--- src/rtl/seq_signed_multiplier_if.sv ---
// Handshake and operand/result bundle for the sequential multiplier.
// The requester drives master; the multiplier consumes slave.
interface seq_signed_multiplier_if #(
  parameter int WIDTH = 8
) ();
  logic               start;
  logic               signed_mode;
  logic [WIDTH-1:0]   a;
  logic [WIDTH-1:0]   b;
  logic               busy;
  logic               done;
  logic [2*WIDTH-1:0] p;

  modport master (
    output start, signed_mode, a, b,
    input  busy, done, p
  );

  modport slave (
    input  start, signed_mode, a, b,
    output busy, done, p
  );
endinterface

--- src/rtl/seq_signed_multiplier.sv ---
// Shift-add sequential multiplier, signed or unsigned per request.
// Multiplies operand magnitudes over WIDTH cycles, then applies the result sign.
module seq_signed_multiplier #(
  parameter int WIDTH = 8
) (
  input  logic                  clk,
  input  logic                  rst,
  seq_signed_multiplier_if.slave bus
);

  localparam int PW    = 2 * WIDTH;
  localparam int CNT_W = $clog2(WIDTH);
  localparam logic [CNT_W-1:0] LAST = CNT_W'(WIDTH - 1);

  typedef enum logic [1:0] {IDLE, CALC, FIX} state_t;

  state_t           state, state_nxt;
  logic [PW-1:0]    mcand;
  logic [PW-1:0]    acc;
  logic [PW-1:0]    p_r;
  logic [WIDTH-1:0] mplier;
  logic [CNT_W-1:0] cnt;
  logic             neg;
  logic             done_r;

  // Most-negative input negates to itself, which read unsigned is 2^(WIDTH-1).
  function automatic logic [WIDTH-1:0] magnitude(input logic [WIDTH-1:0] v,
                                                 input logic sgn);
    logic signed [WIDTH-1:0] sv;
    sv = $signed(v);
    return (sgn && sv < 0) ? $unsigned(-sv) : v;
  endfunction

  function automatic logic [PW-1:0] apply_sign(input logic [PW-1:0] v,
                                               input logic s);
    return s ? -v : v;
  endfunction

  always_ff @(posedge clk) begin
    if (!rst) state <= IDLE;
    else      state <= state_nxt;
  end

  always_comb begin
    state_nxt = state;
    case (state)
      IDLE:    if (bus.start) state_nxt = CALC;
      CALC:    if (cnt == LAST) state_nxt = FIX;
      FIX:     state_nxt = IDLE;
      default: state_nxt = IDLE;
    endcase
  end

  always_ff @(posedge clk) begin
    if (!rst) begin
      mcand  <= '0;
      acc    <= '0;
      p_r    <= '0;
      mplier <= '0;
      cnt    <= '0;
      neg    <= 1'b0;
      done_r <= 1'b0;
    end else begin
      done_r <= 1'b0;
      case (state)
        IDLE: begin
          if (bus.start) begin
            mcand  <= PW'(magnitude(bus.a, bus.signed_mode));
            mplier <= magnitude(bus.b, bus.signed_mode);
            neg    <= bus.signed_mode & (bus.a[WIDTH-1] ^ bus.b[WIDTH-1]);
            acc    <= '0;
            cnt    <= '0;
          end
        end
        CALC: begin
          if (mplier[0]) acc <= acc + mcand;
          mcand  <= mcand << 1;
          mplier <= mplier >> 1;
          cnt    <= cnt + CNT_W'(1);
        end
        FIX: begin
          p_r    <= apply_sign(acc, neg);
          done_r <= 1'b1;
        end
        default: ;
      endcase
    end
  end

  assign bus.busy = (state != IDLE);
  assign bus.done = done_r;
  assign bus.p    = p_r;

endmodule
--- src/flat_wrapper.sv ---
// flat-port wrapper written by rule: the top's interface ports become plain ports
module seq_signed_multiplier_flat 
#(
  parameter int WIDTH = 8
)
  (clk, rst, bus_start, bus_signed_mode, bus_a, bus_b, bus_busy, bus_done, bus_p);
  seq_signed_multiplier_if #(.WIDTH(WIDTH)) bus_i ();
  input  logic clk;
  input  logic rst;
  input wire logic [$bits(bus_i.start)-1:0] bus_start;
  input wire logic [$bits(bus_i.signed_mode)-1:0] bus_signed_mode;
  input wire logic [$bits(bus_i.a)-1:0] bus_a;
  input wire logic [$bits(bus_i.b)-1:0] bus_b;
  output wire logic [$bits(bus_i.busy)-1:0] bus_busy;
  output wire logic [$bits(bus_i.done)-1:0] bus_done;
  output wire logic [$bits(bus_i.p)-1:0] bus_p;
  assign bus_i.start = bus_start;
  assign bus_i.signed_mode = bus_signed_mode;
  assign bus_i.a = bus_a;
  assign bus_i.b = bus_b;
  assign bus_busy = bus_i.busy;
  assign bus_done = bus_i.done;
  assign bus_p = bus_i.p;
  seq_signed_multiplier #(.WIDTH(WIDTH)) u_core (.clk(clk), .rst(rst), .bus(bus_i));
endmodule
--- config.mk ---
export PLATFORM = sky130hd
export DESIGN_NAME = seq_signed_multiplier_flat
export DESIGN_NICKNAME = d
export VERILOG_FILES = /design/src/rtl/seq_signed_multiplier_if.sv /design/src/rtl/seq_signed_multiplier.sv /design/src/flat_wrapper.sv
export SDC_FILE = /design/constraint.sdc
export NUM_CORES = 1
export LEC_CHECK = 0
export CAP_MARGIN = 20
export CORE_UTILIZATION = 45
export DETAILED_ROUTE_END_ITERATION = 10
export PLACE_DENSITY = 0.65
export SYNTH_ARGS = -nofsm -noshare
export SYNTH_HDL_FRONTEND = slang
export SYNTH_SLANG_ARGS = --single-unit
--- constraint.sdc ---
create_clock -name clk -period 3.04 [get_ports clk]
set_clock_uncertainty 0.05 [all_clocks]
set_input_delay 0.76 -clock clk [delete_from_list [all_inputs] [get_ports clk]]
set_output_delay 0.76 -clock clk [all_outputs]
set_load 0.01 [all_outputs]
# Word-level counts from Yosys, hierarchy flattened
# Index checks and enable logic that the tools add are counted.
[totals]
regBits = 63
in_bits = 20
output_inout_bits = 18
[classes]
addsub = 5
n_lt_le_gt_ge = 2
eq_ne = 6
n_mux = 16
bitwise_logic = 2
n_reduce_logical = 9
[op_table]
columns = ["op", "count"]
rows = [
  ["two-way mux 16 bit", 4],
  ["case mux 16 bit (2 select lines)", 2],
  ["two-way mux 8 bit", 3],
  ["adder 16 bit", 1],
  ["< comparator 8 x 1 -> 1 bit, second input constant", 2],
  ["negation 16 bit", 1],
  ["negation 8 bit", 2],
  ["case mux 8 bit (2 select lines)", 1],
  ["case mux 3 bit (2 select lines)", 1],
  ["AND reduction 2 bit", 3],
  ["two-way mux 2 bit", 2],
  ["inequality test 2 x 1 -> 1 bit, second input constant", 2],
  ["case mux 2 bit (2 select lines)", 1],
  ["nonzero test 2 bit", 2],
  ["adder 3 x 1 -> 3 bit, second input constant", 1],
  ["equality test 3 bit, second input constant", 1],
  ["two-way mux 3 bit", 1],
  ["AND reduction 3 bit", 1],
  ["equality test 2 x 1 -> 1 bit, second input constant", 1],
  ["equality test 2 bit, second input constant", 1],
  ["logical AND 1 bit", 2],
  ["logical NOT 2 bit", 1],
  ["inequality test 2 bit, second input constant", 1],
  ["bitwise AND 1 bit", 1],
  ["2 further kinds", 2],
]

# Longest topological paths before layout
# Gate-level depths: netlist (run 1).
[logic_depth]
depth_word = 5
depth_mapped = 9
ltp_nobuf = 9

# Worst setup path after synthesis (run 1)
# No wires, ideal clock.
[synth_timing]
path_kind = "register to register"
start = "register u_core.acc[7]"
end = "register u_core.acc[12]"
setup_time_ns = 0.117
t_arrival_ns = 2.109
slack_ns = 0.764
stages_incl_launch_ff = 8
path_buffers = 1
period_less_slack_ns = 2.276
path_cell_list = "dfxtp_1 > ha_1 > clkbuf_1 > and4_1 > a211oi_2 > a211oi_1 > or4_1 > a32o_1"
[synth_between]
elab_chain_len = 3
[synth_rtl]
columns = ["element", "line", "rtl"]
rows = [
  ["from (decl)", "seq_signed_multiplier.sv:19", "logic [PW-1:0] acc;"],
  ["from (signal assigned)", "seq_signed_multiplier.sv:76", "if (mplier[0]) acc <= acc + mcand;"],
  ["adder 16 bit", "seq_signed_multiplier.sv:76", ""],
  ["two-way mux 16 bit", "seq_signed_multiplier.sv:76", ""],
  ["case mux 16 bit (2 select lines)", "seq_signed_multiplier.sv:65", "case (state)"],
]
# No other way between the ends. The select of a mux whose other input is x is not followed.
# A chain may end at the register's enable or synchronous reset.

# Worst setup path after layout (run 1)
[layout_timing]
start = "register u_core.acc[0]"
end = "register u_core.acc[12]"
# The elaborated chain is that of the path after synthesis.

==> results of run 1 <==
==> worst min-delay path, cell delays in order, from the launching register on <==
cell and delay (ns):
dfxtp_1 0.32, nand2_1 0.05, a21oi_1 0.05
==> power groups by stage <==
stage | Sequential, mW | Clock [mW] | Combinational [mW]
6_report | 0.863 | 0.843 | 0.202
3_3_place_gp | 0.881 | 0 | 0.200
3_5_place_dp | 0.882 | 0 | 0.201
2_1_floorplan | 0.875 | 0 | 0.126
5_1_grt | 0.865 | 0.894 | 0.225
4_1_cts | 0.863 | 0.857 | 0.202
==> logic make-up after synthesis <==
kind of cell / count (synthesis) / synth area share
AO/OA/AOI/OAI: 132 / 0.245
XOR/XNOR: 30 / 0.0725
adder cells (fa/ha/maj): 21 / 0.0746
buffers and inverters: 35 / 0.0411
flip-flops: 63 / 0.348
multiplexers: 4 / 0.0111
AND/OR/NAND/NOR: 160 / 0.208
==> final timing paths <==
check / start / to / cells after the start
worst max register to register: u_core.acc[0] / u_core.acc[12] / 9
worst min-delay path: u_core.mplier[3] / u_core.mplier[2] / 2
worst max-delay path: u_core.acc[0] / u_core.acc[12] / 9
worst min register to register: u_core.mplier[3] / u_core.mplier[2] / 2
==> through the flow <==
step	cell area, um^2	worst slack [ns]	hold slack (ns)	cells
2_1_floorplan	3620	0.764	0.382	445
3_3_place_gp	4110	0.648	0.399	574
3_5_place_dp	4110	0.590	0.411	574
4_1_cts	4340	0.583	0.424	590
5_1_grt	4340	0.461	0.442	590
6_report	4340	0.572	0.423	590
==> area by class of cell <==
cell class | instances | area (um^2) | area share
multi-input combinational | 347 | 2220 | 0.511
tap | 102 | 128 | 0.0294
inverter | 14 | 52.6 | 0.0121
clock buffer | 10 | 138 | 0.0317
timing repair buffer | 48 | 453 | 0.104
sequential | 63 | 1260 | 0.290
clock inverter | 6 | 92.6 | 0.0213
==> metal layers <==
| layer | GRT usage | wire length, um | up-vias |
|---|---|---|---|
| met1 | 0.311 | 4320 | 1550 |
| met5 | 0 | 0 | - |
| met4 | 0.0755 | 70 | 0 |
| li1 | - | - | 1694 |
| met2 | 0.337 | 3980 | 103 |
| met3 | 0.0357 | 422 | 6 |
==> synthesized netlist by cell type, drive strengths merged (6+ instances only) <==
cell type | count | share of area
xor2 | 21 | 0.051
o21ai | 18 | 0.025
ha | 20 | 0.069
nand3 | 22 | 0.030
a211oi | 15 | 0.032
dfxtp | 63 | 0.35
and3 | 6 | 0.011
clkbuf | 18 | 0.021
a22oi | 14 | 0.029
nand2 | 52 | 0.054
a21oi | 42 | 0.058
or3 | 6 | 0.010
xnor2 | 9 | 0.022
nor3 | 10 | 0.014
inv | 14 | 0.015
nor2 | 42 | 0.044
==> sequential cells by signal, indices dropped and copies added, names as in the netlist <==
signal,count
u_core.mcand,16
u_core.acc,16
u_core.mplier,8
u_core.bus.done,1
u_core.state,2
u_core.bus.p,16
u_core.cnt,3
u_core.neg,1
==> flow_metrics.py, run 1 <==
metrics = {
    "power": {
        "internal_power_mw": 1.42,
        "comb_power_share": 0.106,
        "p_total_mw": 1.91,
        "p_seq_frac": 0.452,
        "p_sw_mw": 0.492,
        "pwr-share-clk": 0.442,
        "peakVddDrop_mv": 0.239,
        "pwr_density_cell_nw_per_um2": 440,
        "p_sw_frac": 0.258,
        "p_leak_nw": 1.74,
    },
    "routing": {
        "routed_via_density": 5.68,
        "drtIter0Drc": 183,
        "first_pass_iters": 4,
        "ant_nets": 0,
        "routedWlPerCell_um": 14.9,
        "vias": 3353,
        "drc": 0,
        "totalWireLength_um": 8790,
    },
    "synth": {
        "synthArstFlopShare": 0,
        "yosysSeqAreaShare": 0.348,
        "ys_seq_elements": 63,
        "syn_inst": 445,
        "synth_cell_types": 57,
        "avgSynthCellArea_um2": 8.14,
        "syn_nets": 486,
        "yosysWarningCount": 0,
        "synth_edf_count": 0,
        "synth_area_um2": 3620,
        "synth_flop_cell": "dfxtp_1",
    },
    "cts": {
        "root_buffer": "clkbuf_8",
        "path_clk_slew_ns": 0.07,
        "numClockSinks": 63,
        "cts_resized": 0,
        "clk-insertion-delay-late_ns": 0.35,
        "cts_tree": "yes",
        "cts_buffer_depth": 2,
        "htree_levels": 3,
        "cts_hold_buf": 0,
        "post_cts_buffers": 0,
        "cts_buffers": 9,
    },
    "finish": {
        "fin_util": 0.559,
        "layout_commonest_cell": "dfxtp_1",
        "area_growth_syn_to_layout_pct": 19.9,
        "fillers": 750,
        "drive_above_1_share": 0.0820,
        "nNetsFinal": 524,
        "final_cell_mix": "dfxtp_1, nand2_1, nor2_1, a21oi_1, clkdlybuf4s50_1",
        "num_antenna_cells": 0,
    },
    "timing": {
        "maxSlewHeadroom": 0.415,
        "finalHoldViolations": 0,
        "worst_pin_slew_ns": 0.874,
        "drv_slew": 0,
        "setup_violations": 0,
        "setup_tns_ns": 0,
        "layout_min_cycle_time_ns": 2.47,
        "fmax_ghz": 0.405,
        "finalCritPeriodShare": 0.812,
        "rsz0062_at_grt": "no",
    },
    "global_routing": {
        "grtUsageTotal": 0.219,
        "antenna_found_initial": 0,
        "grt_max_degree": 35,
        "grt_pass1_wl_um": 14600,
        "grt_pass1_vias": 3020,
        "grt_overflow": 0,
    },
    "critical_path": {
        "crit_family": "compound AO/OA/AOI/OAI gates",
        "critPathLaunchType": "flop",
        "slowest_delay_ns": 0.48,
        "endpoint_kind": "flop",
        "cp_cell_sequence": "ha_1 -> inv_1 -> fa_1 -> nor2b_1 -> o21a_1 -> o21ai_1 -> a211oi_1 -> or4_1 -> a32o_1",
        "crit_arrival_ns": 2.66,
        "critical_path_required_ns": 3.23,
        "critical_path.max_fanout": 7,
        "cp_num_buf_inv": 1,
        "r2r_slack_ns": 0.57,
        "critPathKind": "reg2reg",
        "critPathSlowestCell": "or4_1",
    },
    "die": {
        "placementRows": 32,
        "dieHeight_um": 91.7,
        "initial_core_util": 0.466,
        "coreArea_um2": 7770,
        "fp.dieW_um": 91.7,
        "ios": 38,
        "dieArea_um2": 8420,
    },
    "placed_design": {
        "gp_congestion": 0.894,
        "dp_hpwl_um": 6490,
        "port_buffers": 37,
    },
    "run": {
        "drv_cap": 0,
    },
    "hold_path": {
        "worstHoldPathType": "reg2reg",
    },
    "status": {
        "status": "completed",
    },
}
Note: power is estimated with default switching activity, not from simulation.
==> run 2, diff against run 1 <==
Settings changed: PLACE_DENSITY 0.65 to 0.67.
Clock period 3.04 ns to 2.1 ns, I/O delays scaled along.
==> run 2 against run 1 <==
Against the previous run:
- the flow now finishes with violations (negative setup slack)
- sequential cell count unchanged
- design area increased by 13%
- utilization is 7.4 points higher
- global-route usage grew 0.96 points
- register-to-register slack worse by 0.61 ns
- non-clock buffer count is 64 higher
==> flow_metrics.py, run 2 (synthesis results as in run 1) <==
metrics = {
    "cts": {
        "numClockSinks": 63,
        "cts_buffers": 9,
        "htree_levels": 3,
        "path_clk_slew_ns": 0.07,
        "cts_tree": "yes",
        "cts_buffer_depth": 2,
        "clk-insertion-delay-late_ns": 0.34,
        "root_buffer": "clkbuf_8",
    },
    "finish": {
        "nNetsFinal": 588,
        "seqCellArea_um2": 1280,
        "num_antenna_cells": 0,
        "drive_above_1_share": 0.232,
        "area_growth_syn_to_layout_pct": 35.7,
        "multiInputGateArea_um2": 2330,
        "fillers": 683,
        "fin_cells": 654,
        "final_cell_mix": "buf_4, dfxtp_1, nand2_1",
        "layout_commonest_cell": "buf_4",
    },
    "timing": {
        "finalHoldViolations": 0,
        "setup_violations": 2,
        "layout_min_cycle_time_ns": 2.14,
        "maxSlewHeadroom": 0.595,
        "worst_pin_slew_ns": 0.607,
        "fmax_ghz": 0.467,
        "rsz0062_at_grt": "yes",
        "finalCritPeriodShare": 1.02,
        "drv_slew": 0,
        "setup_ws_ns": -0.0412,
    },
    "global_routing": {
        "grt_pass1_vias": 3450,
        "grtUsageTotal": 0.229,
        "antenna_found_initial": 0,
        "grt_overflow": 0,
        "grt_pass1_wl_um": 15700,
        "grt_max_degree": 31,
    },
    "power": {
        "p_leak_nw": 2.06,
        "peakVddDrop_mv": 0.390,
        "pwr_density_cell_nw_per_um2": 531,
        "p_total_mw": 2.61,
    },
    "critical_path": {
        "cp_cell_sequence": "ha_4 -> inv_2 -> fa_2 -> nor2b_1 -> o21a_2 -> o21ai_4 -> a211oi_2 -> or4_1 -> a32o_1",
        "critPathSlowestCell": "or4_1",
        "critical_path_required_ns": 2.27,
        "critical_path.max_fanout": 3,
        "cp-endpoint": "u_core.acc[12]",
        "r2r_cells": 9,
        "startpoint": "u_core.mcand[0]",
        "reg2reg_from": "u_core.mcand[0]",
        "crit_arrival_ns": 2.32,
        "slowest_delay_ns": 0.47,
        "r2r_slack_ns": -0.04,
        "critPathLaunchType": "flop",
        "critPathKind": "reg2reg",
        "endpoint_kind": "flop",
        "r2r-end": "u_core.acc[12]",
    },
    "die": {
        "initial_core_util": 0.466,
        "dieHeight_um": 91.7,
        "coreArea_um2": 7770,
        "dieArea_um2": 8420,
        "placementRows": 32,
        "fp.dieW_um": 91.7,
        "ios": 38,
    },
    "routing": {
        "totalWireLength_um": 9020,
        "drtIter0Drc": 255,
        "routed_via_density": 5.53,
        "routedWlPerCell_um": 13.8,
        "ant_nets": 0,
        "first_pass_iters": 4,
        "vias": 3615,
        "drc": 0,
    },
    "placed_design": {
        "dp_hpwl_um": 6730,
        "pre_cts_ws_ns": -0.156,
        "gp_congestion": 0.933,
        "dp_cells": 629,
        "port_buffers": 37,
    },
    "status": {
        "status": "complete, but fails checks",
        "violations": "negative setup slack",
    },
    "run": {
        "drv_cap": 0,
    },
    "hold_path": {
        "worstHoldPathType": "reg2reg",
    },
}
[run 2: cell types whose count changed in the layout (fill, tap and decap cells not counted), sizes merged]
| cell | delta |
|---|---|
| clkbuf | +2 |
| buf | +64 |
| inv | -1 |
| clkinv | +2 |
| clkinvlp | -2 |
| bufinv | -1 |
[run 2: power breakdown]
part	internal, mW	switching (mW)	total, mW
clock	0.575	0.445	1.02
sequential	1.22	0.0242	1.25
combinational	0.160	0.184	0.344
[run 2: what timing repair did]
item | CTS | global route
endpoints found under the hold margin | 0 | 0
setup endpoints to repair | 6 | 9
cloned | 0 | 0
gates resized for setup | 15 | 11
setup buffers | 3 | 6
hold buffers | 0 | 0
pin swaps | 12 | 13
[run 2: layout make-up]
| cell class | count | area share |
|---|---|---|
| Clock buffer | 12 | 0.0295 |
| Clock inverter | 4 | 0.00916 |
| Inverter | 14 | 0.0107 |
| Multi-Input combinational cell | 347 | 0.475 |
| Sequential cell | 63 | 0.259 |
| Tap cell | 102 | 0.0259 |
| Timing Repair Buffer | 112 | 0.191 |
[run 2: critical path: cells and delay by family, from the launching register on]
family | cells | cell delay (ns)
AO/OA/AOI/OAI | 4 | 0.72
AND/OR/NAND/NOR | 2 | 0.52
adder cells (fa/ha/maj) | 2 | 0.35
flip-flops | 1 | 0.34
buffers and inverters | 1 | 0.05
[run 2: worst min-delay path by stage]
stage               slack, ns  cells after the start                to              from
floorplan                0.38                      2  u_core.mplier[2]  u_core.mplier[3]
detailed placement       0.40                      2  u_core.mplier[2]  u_core.mplier[3]
CTS                      0.41                      2  u_core.mplier[2]  u_core.mplier[3]
global placement         0.39                      2  u_core.mplier[2]  u_core.mplier[3]
finish                   0.41                      2  u_core.mplier[2]  u_core.mplier[3]
global route             0.43                      2  u_core.mplier[2]  u_core.mplier[3]
[run 2: per-layer routing]
layer	part of all wire	up-vias	global-route usage
met3	0.045	14	0.0415
met2	0.48	78	0.390
met5	0	-	0
met1	0.46	1700	0.289
met4	0.016	0	0.0820
li1	-	1823	-
[run 2: through the flow]
stage / hold WS [ns] / TNS (ns) / cell area [um^2] / util
after detailed placement: 0.401 / -0.353 / 4560 / 0.587
final: 0.410 / -0.0430 / 4920 / 0.633
after global routing: 0.430 / -0.246 / 4920 / 0.633
after floorplan: 0.382 / -0.213 / 3660 / -
after CTS: 0.411 / -0.129 / 4830 / 0.621
after global placement: 0.387 / -0.253 / 4560 / 0.587
==> run 3, diff against run 2 <==
Settings changed: CAP_MARGIN 20 to 15, SLEW_MARGIN set to 5.
==> results of run 3 <==
The final DEF is identical to that of run 2; final timing and power are the same.
